[config.mk]
export PLATFORM = sky130hd
export DESIGN_NAME = fir_mac_sequencer
export DESIGN_NICKNAME = d
export VERILOG_FILES = /design/src/rtl/fir_mac_sequencer.sv
export SDC_FILE = /design/constraint.sdc
export NUM_CORES = 1
export LEC_CHECK = 0
export ABC_CLOCK_PERIOD_IN_PS = 10200
export CAP_MARGIN = 15
export CORE_MARGIN = 2
export CORE_UTILIZATION = 40
export DETAILED_ROUTE_END_ITERATION = 10
export DONT_BUFFER_PORTS = 1
export GPL_ROUTABILITY_DRIVEN = 1
export GPL_TIMING_DRIVEN = 0
export MAX_ROUTING_LAYER = met4
export PLACE_DENSITY = 0.6
export SLEW_MARGIN = 20
export SYNTH_ARGS = -nofsm -noshare
export SYNTH_HDL_FRONTEND = slang
export SYNTH_SLANG_ARGS = --single-unit
[constraint.sdc]
create_clock -name clk -period 10.2 [get_ports clk]
set_input_delay 1.02 -clock clk [delete_from_list [all_inputs] [get_ports clk]]
set_output_delay 1.02 -clock clk [all_outputs]
set_load 0.01 [all_outputs]
[src/rtl/fir_mac_sequencer.sv]
// Serial FIR controller: one multiplier and one accumulator shared across N taps.
// Samples arrive over a valid/ready handshake into a circular history buffer,
// one multiply-accumulate runs per tap, and each result is returned over a
// valid/ready handshake. Coefficients and the history clear are accepted in IDLE only.
//
// state | meaning
// ------+-------------------------------------------------------------
// IDLE  | in_ready high; accept sample, coefficient writes, history clear
// MAC   | one tap per cycle, k = 0..N-1, newest sample weighted by coef[0]
// DONE  | out_valid high, out_data held until out_ready
module fir_mac_sequencer #(
  parameter int N  = 4,
  parameter int DW = 8,
  parameter int CW = 8,
  parameter int OW = 16
) (
  input  logic                 clk,
  input  logic                 res_n,
  input  logic                 in_valid,
  output logic                 in_ready,
  input  logic [DW-1:0]        in_data,
  output logic                 out_valid,
  input  logic                 out_ready,
  output logic [OW-1:0]        out_data,
  input  logic                 coef_we,
  input  logic [$clog2(N)-1:0] coef_addr,
  input  logic [CW-1:0]        coef_wdata,
  input  logic                 hist_clr,
  output logic                 busy
);

  localparam int AW = $clog2(N);
  localparam int PW = DW + CW;
  localparam logic [AW-1:0] LAST = AW'(N - 1);

  typedef enum logic [1:0] {
    S_IDLE = 2'd0,
    S_MAC  = 2'd1,
    S_DONE = 2'd2
  } state_e;

  state_e state_q, state_d;

  logic [DW-1:0] samp_q [N];
  logic [CW-1:0] coef_q [N];
  logic [AW-1:0] wp_q;
  logic [AW-1:0] base_q;
  logic [AW-1:0] k_q;
  logic [OW-1:0] acc_q;
  logic [OW-1:0] out_q;

  logic          accept;
  logic          mac_step;
  logic          mac_last;
  logic          coef_wr;
  logic          clr;
  logic [AW-1:0] tap_idx;
  logic [AW-1:0] wp_next;
  logic [PW-1:0] prod;
  logic [OW-1:0] acc_sum;

  // State register.
  always_ff @(posedge clk or negedge res_n) begin
    if (!res_n) begin
      state_q <= S_IDLE;
    end else begin
      state_q <= state_d;
    end
  end

  // Next-state decode and per-cycle control strobes.
  always_comb begin
    state_d  = state_q;
    accept   = 1'b0;
    mac_step = 1'b0;
    mac_last = 1'b0;
    case (state_q)
      S_IDLE: begin
        if (in_valid) begin
          accept  = 1'b1;
          state_d = S_MAC;
        end
      end
      S_MAC: begin
        mac_step = 1'b1;
        if (k_q == LAST) begin
          mac_last = 1'b1;
          state_d  = S_DONE;
        end
      end
      S_DONE: begin
        if (out_ready) begin
          state_d = S_IDLE;
        end
      end
      default: state_d = S_IDLE;
    endcase
  end

  assign in_ready  = (state_q == S_IDLE);
  assign busy      = ~in_ready;
  assign out_valid = (state_q == S_DONE);
  assign out_data  = out_q;

  assign coef_wr = in_ready & coef_we & (int'(coef_addr) < N);
  assign clr     = in_ready & hist_clr;

  // History index for tap k: (base - k) mod N, valid for any N, not just powers of two.
  always_comb begin
    tap_idx = '0;
    if (base_q >= k_q) begin
      tap_idx = base_q - k_q;
    end else begin
      tap_idx = AW'(N + int'(base_q) - int'(k_q));
    end
  end

  assign wp_next = (base_q == LAST) ? '0 : base_q + AW'(1);
  assign prod    = PW'(samp_q[tap_idx]) * PW'(coef_q[k_q]);
  assign acc_sum = acc_q + OW'(prod);

  // Sample history: clear first, so a same-edge sample lands in slot 0.
  always_ff @(posedge clk or negedge res_n) begin
    if (!res_n) begin
      for (int j = 0; j < N; j++) begin
        samp_q[j] <= '0;
      end
    end else begin
      if (clr) begin
        for (int j = 0; j < N; j++) begin
          samp_q[j] <= '0;
        end
      end
      if (accept) begin
        samp_q[clr ? '0 : wp_q] <= in_data;
      end
    end
  end

  // Coefficient bank, reset to a ramp 2, 4, 6, ... so the block filters out of reset.
  always_ff @(posedge clk or negedge res_n) begin
    if (!res_n) begin
      for (int j = 0; j < N; j++) begin
        coef_q[j] <= CW'(2 * (j + 1));
      end
    end else if (coef_wr) begin
      coef_q[coef_addr] <= coef_wdata;
    end
  end

  // Write pointer advances once per sample, when the MAC pass completes.
  always_ff @(posedge clk or negedge res_n) begin
    if (!res_n) begin
      wp_q <= '0;
    end else if (clr) begin
      wp_q <= '0;
    end else if (mac_last) begin
      wp_q <= wp_next;
    end
  end

  // Base latch, tap counter and accumulator for the MAC pass.
  always_ff @(posedge clk or negedge res_n) begin
    if (!res_n) begin
      base_q <= '0;
      k_q    <= '0;
      acc_q  <= '0;
    end else if (accept) begin
      base_q <= clr ? '0 : wp_q;
      k_q    <= '0;
      acc_q  <= '0;
    end else if (mac_step) begin
      k_q   <= mac_last ? '0 : k_q + AW'(1);
      acc_q <= acc_sum;
    end
  end

  // Result register: loads only on the MAC-to-DONE edge so out_data stays stable otherwise.
  always_ff @(posedge clk or negedge res_n) begin
    if (!res_n) begin
      out_q <= '0;
    end else if (mac_last) begin
      out_q <= acc_sum;
    end
  end

endmodule
==> results.cfg <==
[detailed_routing]
highest_layer = met4
wl_met2_mm = 7.95
met1_length_mm = 6.73
dr_wl_met3_um = 865
wl_per_cell_um = 17.3
routed_wl_mm = 15.9
drc = 0
vias_per_cell = 5.29
vias = 4866
ant_nets = 0
dr.pass1.iters = 4
drt_iter0_markers = 257

[floorplan]
start_util_pct = 40.7
die-area_um2 = 18500
die_w_um = 136
pin_count = 43
rows = 48
die_h_um = 136
core-area_um2 = 17200

[sta]
finalSetupViolations = 0
post-route-period-util_pct = 64.7
finalHoldViolCount = 0
fmax_mhz = 151
skew_ps = 8.89
slew-limit-headroom_pct = 28.3
max_slew.worst_pin.slew_ps = 1070
finalCriticalPeriod_ps = 6600
whs_ps = 346
rsz0062_at_grt = false
final.setup.tns_ps = 0
maxSlewViolCount = 0

[cts]
root_buffer = clkbuf_16
numCtsBuffers = 9
clk_pin_slew_ps = 80
htree_levels = 3
ctsHoldBuffers = 0
ctsResizeCount = 0
cts.sinks = 104
postCtsSetupBuffers = 0
tritoncts = done
cts_max_path_buffers = 2
clk_latency_ps = 370

[global_route]
grt_overflow_total = 0
grt_max_degree = 105
grt_usage_pct = 19.4
grt_pass1_vias = 5323
grt_first_pass_wirelength_mm = 26.8
antenna_found_initial = 0

[logic_synthesis]
yosysWarnings = 0
synth_cell_types = 46
synth_flop_cell = dfrtp_1
synth_async_sr_flop_share_pct = 100
yosysSeqAreaShare_pct = 37.4
avgSynthCellArea_um2 = 10.3
ys_seq_elements = 104
netlist_area_um2 = 6980
syn_inst = 679
synth_nets = 791
synth_edf_count = 0

[worst_setup_path]
required_ps = 10450
crit_path_cell_trace = inv_1 -> ha_1 -> xor2_1 -> xnor2_1 -> mux4_2 -> and2_1 -> fa_1 -> fa_1 -> fa_1 -> inv_1 -> fa_1 -> inv_1 -> ha_1 -> and3_2 -> a221oi_2 -> nor3_1 -> or3_1 -> a32o_1
crit_family = adder cells
worst_r2r_endpoint = acc_q[15]
path_common_cell = fa_1
slowest_delay_ps = 840
critPathArrivalTime_ps = 6850
start_kind = flip-flop
crit_buf_inv = 3
crit_type = reg -> reg
crit_slowest_cell = xnor2_1
crit_path_end_kind = flip-flop
r2r_cells = 18
cp_max_fo = 8
rrSetupSlack_ps = 3600
reg2reg_from = base_q[0]

[place]
io_buffers = 0
gp_congestion = 0.892
placed_area_um2 = 7270
hpwl_mm = 11.8

[final_layout]
final_cell_mix = inv_1, nand2_1, dfrtp_1, o21ai_0, fa_1
area_growth_pct = 8.87
drive_above_1_share_pct = 12.9
fin_nets = 802
antenna-diode-count = 0
final_common_cell = inv_1
final_area_um2 = 7600
finish.utilization_pct = 44.3

[outcome]
status = completed

[flow_run]
cap_violations = 0

[min_path]
hp-class = in -> async
==> kinds of logic (layout without fill, tap and decap cells) <==
| family | count (synthesis) | count (layout) | synth area share, % |
|---|---|---|---|
| and+or+nand+nor | 193 | 193 | 13.2 |
| buffers and inverters | 131 | 147 | 7.17 |
| DFF | 104 | 104 | 37.4 |
| AOI/OAI and AO/OA | 98 | 98 | 8.55 |
| adders and majority gates | 88 | 88 | 21.1 |
| muxes | 53 | 53 | 11.1 |
| xor gates and xnor gates | 12 | 12 | 1.50 |
==> worst max path at each step <==
stage / from / end / slack (ps) / cells past startpoint
floorplan: base_q[0] / acc_q[15] / 4420 / 17
global placement: base_q[0] / acc_q[15] / 3700 / 18
detailed placement: base_q[0] / acc_q[15] / 3610 / 18
CTS: base_q[0] / acc_q[15] / 3600 / 18
global route: base_q[0] / acc_q[15] / 3330 / 19
finish: base_q[0] / acc_q[15] / 3600 / 18
==> through the flow <==
stage          worst slack, ps  std cells
6_report                  3600        920
5_1_grt                   3330        920
4_1_cts                   3600        920
3_5_place_dp              3610        904
3_3_place_gp              3700        904
2_1_floorplan             4420        679
==> cells in the mapped netlist, types with 2 or more instances <==
library cell	n	share of area, %
xnor2_1	9	1.1
o21ai_0	59	4.2
nand2b_1	2	0.18
nand2_1	100	5.4
dfstp_2	5	1.9
inv_1	110	5.9
a32o_1	2	0.29
mux4_2	16	5.2
a211o_1	2	0.25
ha_1	38	6.8
o21bai_1	2	0.21
fa_1	50	14
dfrtp_1	99	35
nor2_1	8	0.43
nor3_2	2	0.29
clkbuf_1	12	0.64
nand3_1	25	1.8
mux2_2	37	6.0
nor3_1	5	0.36
nand4_1	5	0.45
o311ai_0	3	0.38
o31ai_1	6	0.64
or3_1	2	0.18
a21oi_1	7	0.50
a21o_1	5	0.54
and2_1	36	3.2
buf_1	2	0.11
xor2_1	3	0.38
buf_2	7	0.50
a21boi_0	3	0.32
nor3b_1	2	0.21
==> layout make-up <==
class                      instances  area [µm²]
buffer                            21        87.6
fill                            1644        9570
inverter                         110         413
clock buffer                      10         239
sequential                       104        2610
clock inverter                     6        98.8
multi-input combinational        444        3870
tap                              225         282
==> routing by layer <==
layer,up-vias,track usage (%)
met4,0,7.06
met3,21,3.54
li1,2252,-
met1,2482,23.4
met2,111,32.8
met5,-,-
==> flip-flops by register name, summed over array words and instances (netlist names) <==
name      flops
coef_q       32
k_q           2
acc_q        16
base_q        2
state_q       2
wp_q          2
out_data     16
samp_q       32
Power is not shown: default switching activity piles up to over one toggle a cycle in this logic, so the estimate is an artifact.
